<file path="src/rtl/peripheral_bcd2bin_if.sv">
`default_nettype none
// ============================================================================
// Module      : peripheral_bcd2bin_if
// Description : J1 I/O bus bundle (chip select, address, strobes, data paths)
// Revision    : 1.0 - initial release
// ============================================================================
interface peripheral_bcd2bin_if;
    logic [15:0] d_in;
    logic        cs;
    logic [3:0]  addr;
    logic        rd;
    logic        wr;
    logic [15:0] d_out;

    modport master (
        output d_in,
        output cs,
        output addr,
        output rd,
        output wr,
        input  d_out
    );

    modport slave (
        input  d_in,
        input  cs,
        input  addr,
        input  rd,
        input  wr,
        output d_out
    );
endinterface
`default_nettype wire

</file>
<file path="src/rtl/peripheral_bcd2bin.sv">
`default_nettype none
// ============================================================================
// Module      : peripheral_bcd2bin
// Description : Memory-mapped packed-BCD to binary converter, one digit/clock
// Revision    : 1.0 - initial release
// ============================================================================
module peripheral_bcd2bin #(
    parameter int DIGITS = 4,
    parameter int RES_W  = 14
) (
    input  wire logic            clk,
    input  wire logic            rst,
    peripheral_bcd2bin_if.slave  bus
);

    localparam int                 c_IDX_W  = $clog2(DIGITS);
    localparam int                 c_BCD_W  = DIGITS * 4;
    localparam logic [c_IDX_W-1:0] c_IDX_MSD = c_IDX_W'(DIGITS - 1);

    localparam logic [3:0] c_ADDR_CTRL   = 4'h0;
    localparam logic [3:0] c_ADDR_BCD    = 4'h2;
    localparam logic [3:0] c_ADDR_RESULT = 4'h4;
    localparam logic [3:0] c_ADDR_STATUS = 4'h6;

    typedef enum logic [1:0] {
        S_IDLE = 2'd0,
        S_CONV = 2'd1,
        S_DONE = 2'd2
    } state_t;

    // Bus-side registers (falling edge)
    logic               r_enable;
    logic [c_BCD_W-1:0] r_bcd;
    logic [15:0]        r_d_out;

    // Conversion registers (rising edge)
    state_t             r_state;
    logic               r_enable_q;
    logic [c_BCD_W-1:0] r_sh;
    logic [RES_W-1:0]   r_acc;
    logic [c_IDX_W-1:0] r_idx;
    logic [RES_W-1:0]   r_result;
    logic               r_done;
    logic               r_busy;
    logic               r_err;

    logic               w_wr_ctrl;
    logic               w_wr_bcd;
    logic               w_rd_result;
    logic               w_rd_status;
    logic               w_start;
    logic               w_bcd_valid;
    logic [3:0]         w_digit;
    logic [RES_W-1:0]   w_acc_x10;
    logic [RES_W-1:0]   w_acc_next;

    assign w_wr_ctrl   = bus.cs && bus.wr && (bus.addr == c_ADDR_CTRL);
    assign w_wr_bcd    = bus.cs && bus.wr && (bus.addr == c_ADDR_BCD);
    assign w_rd_result = bus.cs && bus.rd && (bus.addr == c_ADDR_RESULT);
    assign w_rd_status = bus.cs && bus.rd && (bus.addr == c_ADDR_STATUS);

    assign w_start = r_enable && !r_enable_q &&
                     ((r_state == S_IDLE) || (r_state == S_DONE));

    always_comb begin
        w_bcd_valid = 1'b1;
        for (int i = 0; i < DIGITS; i++) begin
            if (r_bcd[i*4 +: 4] > 4'd9) begin
                w_bcd_valid = 1'b0;
            end
        end
    end

    // Horner step: acc*10 built from shifts; 9999 fits, so no overflow guard.
    assign w_digit    = r_sh[{r_idx, 2'b00} +: 4];
    assign w_acc_x10  = (r_acc << 3) + (r_acc << 1);
    assign w_acc_next = w_acc_x10 + RES_W'(w_digit);

    always_ff @(negedge clk or negedge rst) begin
        if (!rst) begin
            r_enable <= 1'b0;
            r_bcd    <= '0;
            r_d_out  <= '0;
        end else begin
            if (w_wr_ctrl) begin
                r_enable <= bus.d_in[0];
            end
            if (w_wr_bcd) begin
                r_bcd <= bus.d_in;
            end
            if (w_rd_result) begin
                r_d_out <= {{(16-RES_W){1'b0}}, r_result};
            end else if (w_rd_status) begin
                r_d_out <= {13'b0, r_err, r_busy, r_done};
            end else begin
                r_d_out <= '0;
            end
        end
    end

    assign bus.d_out = r_d_out;

    always_ff @(posedge clk or negedge rst) begin
        if (!rst) begin
            r_state    <= S_IDLE;
            r_enable_q <= 1'b0;
            r_sh       <= '0;
            r_acc      <= '0;
            r_idx      <= c_IDX_MSD;
            r_result   <= '0;
            r_done     <= 1'b0;
            r_busy     <= 1'b0;
            r_err      <= 1'b0;
        end else begin
            r_enable_q <= r_enable;
            case (r_state)
                S_IDLE, S_DONE: begin
                    if (w_start) begin
                        r_sh  <= r_bcd;
                        r_acc <= '0;
                        if (w_bcd_valid) begin
                            r_idx   <= c_IDX_MSD;
                            r_busy  <= 1'b1;
                            r_done  <= 1'b0;
                            r_err   <= 1'b0;
                            r_state <= S_CONV;
                        end else begin
                            r_err    <= 1'b1;
                            r_done   <= 1'b1;
                            r_busy   <= 1'b0;
                            r_result <= '0;
                            r_state  <= S_DONE;
                        end
                    end
                end
                S_CONV: begin
                    r_acc <= w_acc_next;
                    r_idx <= r_idx - 1'b1;
                    if (r_idx == '0) begin
                        r_result <= w_acc_next;
                        r_done   <= 1'b1;
                        r_busy   <= 1'b0;
                        r_state  <= S_DONE;
                    end
                end
                default: begin
                    r_state <= S_IDLE;
                end
            endcase
        end
    end

endmodule
`default_nettype wire
</file>
<file path="src/flat_wrapper.sv">
// flat-port wrapper written by rule: the top's interface ports become plain ports
module peripheral_bcd2bin_flat 
#(
    parameter int DIGITS = 4,
    parameter int RES_W  = 14
)
  (clk, rst, bus_d_in, bus_cs, bus_addr, bus_rd, bus_wr, bus_d_out);
  peripheral_bcd2bin_if bus_i ();
  input  wire logic clk;
  input  wire logic rst;
  input wire logic [$bits(bus_i.d_in)-1:0] bus_d_in;
  input wire logic [$bits(bus_i.cs)-1:0] bus_cs;
  input wire logic [$bits(bus_i.addr)-1:0] bus_addr;
  input wire logic [$bits(bus_i.rd)-1:0] bus_rd;
  input wire logic [$bits(bus_i.wr)-1:0] bus_wr;
  output wire logic [$bits(bus_i.d_out)-1:0] bus_d_out;
  assign bus_i.d_in = bus_d_in;
  assign bus_i.cs = bus_cs;
  assign bus_i.addr = bus_addr;
  assign bus_i.rd = bus_rd;
  assign bus_i.wr = bus_wr;
  assign bus_d_out = bus_i.d_out;
  peripheral_bcd2bin #(.DIGITS(DIGITS), .RES_W(RES_W)) u_core (.clk(clk), .rst(rst), .bus(bus_i));
endmodule
</file>
<file path="config.mk">
export PLATFORM = sky130hd
export DESIGN_NAME = peripheral_bcd2bin_flat
export DESIGN_NICKNAME = d
export VERILOG_FILES = /design/src/rtl/peripheral_bcd2bin_if.sv /design/src/rtl/peripheral_bcd2bin.sv /design/src/flat_wrapper.sv
export SDC_FILE = /design/constraint.sdc
export NUM_CORES = 1
export LEC_CHECK = 0
export ABC_CLOCK_PERIOD_IN_PS = 7200
export CORE_MARGIN = 2
export CORE_UTILIZATION = 50
export DETAILED_ROUTE_END_ITERATION = 10
export GPL_TIMING_DRIVEN = 0
export PLACE_DENSITY = 0.8
export SYNTH_ARGS = -nofsm -noshare
export SYNTH_HDL_FRONTEND = slang
export SYNTH_SLANG_ARGS = --single-unit
</file>
<file path="constraint.sdc">
create_clock -name clk -period 7.2 [get_ports clk]
set_clock_uncertainty 0.2 [all_clocks]
set_input_delay 0.72 -clock clk [delete_from_list [all_inputs] [get_ports clk]]
set_output_delay 0.72 -clock clk [all_outputs]
set_load 0.005 [all_outputs]
</file>
==> summary.md, run 1 <==
| Metric | Value |
|---|---|
| Status | `finished clean` |
| Wirelength per Cell | `15.6 µm` |
| Arrival time worst endpoint | `2.30 ns` |
| Post-synthesis simple-gate area fraction | `0.114` |
| # diodes | `0` |
| Least-Margin Pin Slew | `0.795 ns` |
| Cell Chain, Critical Path | `clkdlybuf4s50_1, nor3b_2, nand4b_2, buf_2, mux2_2` |
| Gp weighted congestion | `0.862` |
| Leakage | `2.29 nW` |
| Commonest cells post-synth | `dfrtp_1, nand2_1, mux2_2, dfrtn_1, ha_1` |
| Post-synth top flop | `dfrtp_1` |
| Vias in the first global route | `2737` |
| Post-DRT Antenna Nets | `0` |
| Synthesis-to-finish area growth | `18.8%` |
| Post-synthesis cell count | `333` |
| # hold bufs at CTS | `0` |
| Final Hold Vio Count | `0` |
| Hold WS | `0.255 ns` |
| CTS HTree Levels | `3` |
| Max cap viols | `0` |
| PD cells | `353 nW/µm²` |
| Total number of vias | `2702` |
| Cell Rows | `32` |
| Vias per cell | `5.50` |
| Post_cts resized | `0` |
| Hold Path Class | `flip-flop to flip-flop` |
| Post-synth ARST share | `1.00` |
| # IOs | `41` |
| Initial antenna violation count | `0` |
| Root buf cell | `clkbuf_8` |
| Dpl cell area | `4500 µm²` |
| CTS clk-pin slew, worst paths | `0.06 ns` |
| Worst-Skew Late Latency | `0.35 ns` |
| Crit Path Class | `input pin to flip-flop` |
| Bufs on Longest Clock Path | `2` |
| Slowest-stage cell, CP | `clkdlybuf4s50_1` |
| Layout Nets | `434` |
| CTS Buf Count | `9` |
| Synth Cell Area | `3970 µm²` |
| Compound-Gate Fraction of Synth Area | `0.106` |
| Dpl hpwl | `5.61 mm` |
| Total gr overflow | `0` |
| FF+latch count, synth | `82` |
| Top post-synthesis cells by area | `dfrtp_1, dfrtn_1, mux2_2, ha_1, nand2_1` |
| Die area | `8680 µm²` |
| Critical Path Fanout Max | `10` |
| IO buf count | `37` |
| Routed WL | `7.64 mm` |
| Count of final setup violators | `0` |
| EDFF count, synth | `0` |
| Clk sink count | `82` |
| Slew margin rel. | `0.468` |
| Count leader, synth | `dfrtp_1` |
| Crit end category | `flip-flop` |
| Fraction of final layout cells sized beyond drive strength 1 | `0.206` |
| Largest net degree at the start of global routing | `70` |
| Residual DRC | `0` |
| Die height | `93.2 µm` |
| First-pass GRT wire length | `13.1 mm` |
| Max incr delay on CP | `0.45 ns` |
| Finished Cell Area | `4720 µm²` |
| Global-route usage over all layers | `0.198` |
| CTS tree | `yes` |
| Post-synth cell types | `55` |
| Adder-Cell Fraction of Synth Area | `0.0825` |
| Main combinational cell family by area after synthesis | `multiplexers` |
| RSZ-0062 raised after global routing | `no` |
| Postcts setup bufs | `0` |
| Worst vdd ir | `129 µV` |
| Synth Area in XOR/XNOR | `0.0167` |
| Mux share of post-synthesis cell area | `0.129` |
| Largest area contributor in the netlist | `dfrtp_1` |
| Avg Cell Area, Syn | `11.9 µm²` |
| Register area share after synthesis | `0.517` |
| Final Max Slew Viols | `0` |
| Core area | `7730 µm²` |
| Post-synth top area share | `0.309` |
| DRC marker count from the first detailed-route iteration | `140` |
| Initial Util | `0.514` |
| Overall power | `1.67 mW` |
| TritonRoute pass-1 iters | `4` |
| Die Wd | `93.2 µm` |
| Yosys warning count | `0` |
| CP Launch Type | `input pin` |
| CP required | `3.58 ns` |
==> per-layer routing <==
metal	vias up	global-route usage	routed length [µm]
li1	1279	-	-
met1	1336	0.244	3350
met2	74	0.335	3740
met3	13	0.0548	417
met4	0	0.0711	138
met5	-	0	0
==> worst paths after layout <==
path	slack, ns	to	start	cells past startpoint
setup / recovery	1.28	u_core.r_bcd[13]$_DFFE_NN0P_	bus_cs	5
hold / removal	0.26	u_core.r_bcd[0]$_DFFE_NN0P_	u_core.r_bcd[0]$_DFFE_NN0P_	1
setup reg to reg	1.62	u_core.r_sh[15]$_DFFE_PN0P_	u_core.r_enable$_DFFE_NN0P_	4
hold reg to reg	0.26	u_core.r_bcd[0]$_DFFE_NN0P_	u_core.r_bcd[0]$_DFFE_NN0P_	1
max in group asynchronous	2.12	u_core.r_bcd[13]$_DFFE_NN0P_	rst	3
min in group asynchronous	0.56	u_core.r_busy$_DFFE_PN0P_	rst	2
==> logic make-up (layout without fill, tap and decap cells) <==
family	Yosys count	after routing
xor+xnor	6	6
mux	42	42
flops	82	82
fa+ha+maj	25	25
other cells	1	2
buf+inv	29	84
simple gates	90	90
compound gates	58	58
==> worst max-delay path, delay by kind of cell <==
kind                   cells  cell delay (ns)
multiplexers               1             0.29
buffers and inverters      2             0.76
AND/OR/NAND/NOR            2             0.52
==> cells in the final DEF, fill, tap and decap left out, types with 5 or more instances in the layout <==
| cell type | synthesis | final |
|---|---|---|
| dfrtp_1 | 49 | 49 |
| clkbuf_8 | 0 | 10 |
| mux2_2 | 35 | 35 |
| xnor2_1 | 5 | 5 |
| o21ai_1 | 7 | 7 |
| inv_1 | 13 | 13 |
| nand2_1 | 38 | 38 |
| buf_2 | 10 | 10 |
| nor2_1 | 15 | 15 |
| a21oi_1 | 5 | 5 |
| a21o_1 | 6 | 6 |
| clkdlybuf4s50_1 | 0 | 36 |
| clkbuf_1 | 3 | 5 |
| o21ai_0 | 11 | 11 |
| ha_1 | 23 | 23 |
| and2_1 | 12 | 12 |
| dfrtn_1 | 31 | 31 |
==> flip-flops by register name (all words and copies together), names as in the netlist <==
signal	count
u_core.r_enable_q	1
u_core.r_enable	1
u_core.r_bcd	16
u_core.r_err	1
u_core.r_acc	13
u_core.r_idx	2
u_core.r_done	1
u_core.r_busy	1
u_core.r_result	14
u_core.r_sh	16
u_core.bus.d_out	14
u_core.r_state	2
==> stage by stage <==
stage | setup slack (ns) | util | TNS [ns] | cells
floorplan | 1.58 | - | 0 | 334
global placement | -0.996 | 0.579 | -30.67 | 473
detailed placement | 0.906 | 0.582 | 0 | 474
CTS | 1.27 | 0.610 | 0 | 490
global route | 1.14 | 0.611 | 0 | 491
finish | 1.28 | 0.611 | 0 | 491
==> area by class of cell <==
type | count | area (µm²)
Buffer | 16 | 83.8
Clock buffer | 14 | 195
Clock inverter | 2 | 15.0
Fill cell | 595 | 3010
Inverter | 13 | 48.8
Multi-Input combinational cell | 223 | 1790
Sequential cell | 82 | 2050
Tap cell | 102 | 128
Timing Repair Buffer | 39 | 405
==> power breakdown <==
part | internal (mW) | switching (mW) | leakage [nW]
sequential | 0.600 | 0.0876 | 1.08
combinational | 0.295 | 0.337 | 1.11
clock | 0.178 | 0.168 | 0.107
Note: power is estimated with default switching activity, not from simulation.
==> run 2: changes to the inputs <==
--- a/config.mk
+++ b/config.mk
@@ -5,12 +5,12 @@
 export SDC_FILE = /design/constraint.sdc
 export NUM_CORES = 1
 export LEC_CHECK = 0
-export ABC_CLOCK_PERIOD_IN_PS = 7200
+export ABC_CLOCK_PERIOD_IN_PS = 5350
 export CORE_MARGIN = 2
 export CORE_UTILIZATION = 50
 export DETAILED_ROUTE_END_ITERATION = 10
 export GPL_TIMING_DRIVEN = 0
-export PLACE_DENSITY = 0.8
+export PLACE_DENSITY = 0.82
 export SYNTH_ARGS = -nofsm -noshare
 export SYNTH_HDL_FRONTEND = slang
 export SYNTH_SLANG_ARGS = --single-unit
==> constraint.sdc (replaced) <==
create_clock -name clk -period 5.35 [get_ports clk]
set_clock_uncertainty 0.2 [all_clocks]
set_input_delay 0.535 -clock clk [delete_from_list [all_inputs] [get_ports clk]]
set_output_delay 0.535 -clock clk [all_outputs]
set_load 0.005 [all_outputs]
==> run 2 against run 1 <==
Against the previous run:
- combinational power increased by 36%
- sequential power is 35% higher
- global-route usage is 0.084 points higher
- utilization rose by 0.11 points
- register-to-register slack lost 0.92 ns
- critical path depth stayed put
- non-clock buffer count unchanged
- clock-buffer cell count unchanged
- via count up 1.4%
- power increased by 36%
- wire length up 2.1%
- largest cell class unchanged
==> summary.md, run 2 (synthesis gave the netlist of run 1 again) <==
| Metric | Value |
|---|---|
| Hold wc startpoint | `u_core.r_bcd[0]$_DFFE_NN0P_ (unchanged)` |
| Synthesis-to-finish area growth | `19.0% (was 18.8%)` |
| Total number of vias | `2740 (was 2702)` |
| Pre-CTS WS | `0.194 ns (was 0.906 ns)` |
| Fillers | `594 (was 595)` |
| Wirelength per Cell | `15.9 µm (was 15.6 µm)` |
| Critical Path Fanout Max | `10 (unchanged)` |
| Worst path top cell family by delay | `buffers and inverters (unchanged)` |
| Global-route usage over all layers | `0.199 (was 0.198)` |
| CTS HTree Levels | `3 (unchanged)` |
| Endpoint of the worst hold path | `u_core.r_bcd[0]$_DFFE_NN0P_ (unchanged)` |
| Leakage | `2.30 nW (was 2.29 nW)` |
| Commonest non-fill, non-tap cell in the layout | `dfrtp_1 (unchanged)` |
| CTS tree | `yes (unchanged)` |
| Worst-Skew Late Latency | `0.36 ns (was 0.35 ns)` |
| CP Launch Type | `input pin (unchanged)` |
| Dpl cells | `474 (unchanged)` |
| Initial Util | `0.514 (unchanged)` |
| Count of final setup violators | `0 (unchanged)` |
| Arrival time worst endpoint | `2.13 ns (was 2.30 ns)` |
| Flop2flop setup slack | `0.70 ns (was 1.62 ns)` |
| Vias per cell | `5.58 (was 5.50)` |
| TritonRoute pass-1 iters | `4 (unchanged)` |
| Reg2reg start | `u_core.r_enable$_DFFE_NN0P_ (unchanged)` |
| Largest net degree at the start of global routing | `76 (was 70)` |
| Core area | `7730 µm² (unchanged)` |
| Final worst slack | `0.538 ns (was 1.28 ns)` |
| Cell Chain, Critical Path | `clkdlybuf4s50_1, nor3b_2, nand4b_2, buf_2, mux2_2 (unchanged)` |
| Post-DRT Antenna Nets | `0 (unchanged)` |
| Hold Path Class | `flip-flop to flip-flop (unchanged)` |
| Crit end category | `flip-flop (unchanged)` |
| Final Hold Vio Count | `0 (unchanged)` |
| Cell Rows | `32 (unchanged)` |
| Slew margin rel. | `0.464 (was 0.468)` |
| Bufs on Longest Clock Path | `2 (unchanged)` |
| Layout Nets | `434 (unchanged)` |
| Vias in the first global route | `2736 (was 2737)` |
| Final Max Slew Viols | `0 (unchanged)` |
| Residual DRC | `0 (unchanged)` |
| WP buf/inv | `2 (unchanged)` |
| Die height | `93.2 µm (unchanged)` |
| CTS clk-pin slew, worst paths | `0.06 ns (about the same)` |
| Least-Margin Pin Slew | `0.801 ns (was 0.795 ns)` |
| CTS Buf Count | `9 (unchanged)` |
| Status | `finished clean (unchanged)` |
| PD cells | `479 nW/µm² (was 353 nW/µm²)` |
| RSZ-0062 raised after global routing | `no (unchanged)` |
| # IOs | `41 (unchanged)` |
| Initial antenna violation count | `0 (unchanged)` |
| R2r endpoint | `u_core.r_sh[15]$_DFFE_PN0P_ (unchanged)` |
| Hold path cells | `1 (unchanged)` |
| Crit Path Class | `input pin to flip-flop (unchanged)` |
| Top Registers | `u_core.r_bcd (16), u_core.r_sh (16) (unchanged)` |
| Commonest non-fill, non-tap cells in the layout | `dfrtp_1, nand2_1, clkdlybuf4s50_1 (unchanged)` |
| Total gr overflow | `0 (unchanged)` |
| DRC marker count from the first detailed-route iteration | `124 (was 140)` |
| # diodes | `0 (unchanged)` |
| Routed WL | `7.80 mm (was 7.64 mm)` |
| Slowest-stage cell, CP | `clkdlybuf4s50_1 (unchanged)` |
| Worst r2r path cells | `4 (unchanged)` |
| Root buf cell | `clkbuf_8 (unchanged)` |
| Max incr delay on CP | `0.42 ns (was 0.45 ns)` |
| CP required | `2.66 ns (was 3.58 ns)` |
| Fraction of final layout cells sized beyond drive strength 1 | `0.208 (was 0.206)` |
| Hold WS | `0.250 ns (was 0.255 ns)` |
| Post_cts resized | `0 (unchanged)` |
| Worst vdd ir | `230 µV (was 129 µV)` |
| Die Wd | `93.2 µm (unchanged)` |
| Max cap viols | `0 (unchanged)` |
| Worst setup startpoint | `bus_addr[0] (was bus_cs)` |
| Die area | `8680 µm² (unchanged)` |
| Post-Layout Cell Count | `491 (unchanged)` |
| Clk sink count | `82 (unchanged)` |
| Setup TNS | `0 ns (unchanged)` |
| Postcts setup bufs | `0 (unchanged)` |
| IO buf count | `37 (unchanged)` |
| Dpl hpwl | `5.67 mm (was 5.61 mm)` |
| First-pass GRT wire length | `13.3 mm (was 13.1 mm)` |
| Gp weighted congestion | `0.887 (was 0.862)` |
## run 2: worst max path at each step
stage,endpoint,slack [ns],cells past startpoint
after floorplan,u_core.r_bcd[10]$_DFFE_NN0P_,0.84,4
after global placement,u_core.r_bcd[6]$_DFFE_NN0P_,-1.69,1
after detailed placement,u_core.r_bcd[13]$_DFFE_NN0P_,0.19,5
after CTS,u_core.r_bcd[13]$_DFFE_NN0P_,0.55,5
after global routing,u_core.r_bcd[13]$_DFFE_NN0P_,0.45,5
final,u_core.r_bcd[13]$_DFFE_NN0P_,0.54,5
## run 2: layout make-up
class / count / area, µm² / share of cell area
plain buffers: 16 / 83.8 / 0.0177
clock buffers: 14 / 205 / 0.0434
clock inverters: 2 / 13.8 / 0.00291
inverters: 13 / 48.8 / 0.0103
multi-input cells: 223 / 1790 / 0.379
flip-flops and latches: 82 / 2050 / 0.434
well taps: 102 / 128 / 0.0270
repair buffers: 39 / 405 / 0.0857
## run 2: routing by layer
metal,share of wire,up-vias,track usage
met1,0.44,1344,0.259
met5,0,-,0
met4,0.019,0,0.0944
li1,-,1281,-
met2,0.49,102,0.315
met3,0.059,13,0.0475
## run 2: per-stage QoR
| step | util | area, µm² | power, mW |
|---|---|---|---|
| after floorplan | - | 3980 | 1.55 |
| after global placement | 0.579 | 4480 | 1.73 |
| after detailed placement | 0.582 | 4500 | 1.79 |
| after CTS | 0.612 | 4730 | 2.27 |
| after global routing | 0.612 | 4730 | 2.42 |
| final | 0.612 | 4730 | 2.26 |
## run 2: repair_timing
| item | CTS | global route |
|---|---|---|
| hold buffers | 1 | 0 |
| endpoints found under the hold margin | 5 | 0 |
| endpoints found under the setup margin | 0 | 0 |
## run 2: where the power goes
group          internal [mW]  switching [mW]
logic                  0.398           0.459
clock network          0.252           0.228
registers              0.808           0.119
total                   1.46           0.806
==> run 3: changes to the inputs <==
--- a/config.mk
+++ b/config.mk
@@ -10,7 +10,9 @@
 export CORE_UTILIZATION = 50
 export DETAILED_ROUTE_END_ITERATION = 10
 export GPL_TIMING_DRIVEN = 0
+export HOLD_SLACK_MARGIN = 0.05
 export PLACE_DENSITY = 0.82
+export SKIP_LAST_GASP = 1
 export SYNTH_ARGS = -nofsm -noshare
 export SYNTH_HDL_FRONTEND = slang
 export SYNTH_SLANG_ARGS = --single-unit
==> results of run 3 <==
The final DEF is identical to that of run 2; final timing and power are the same.
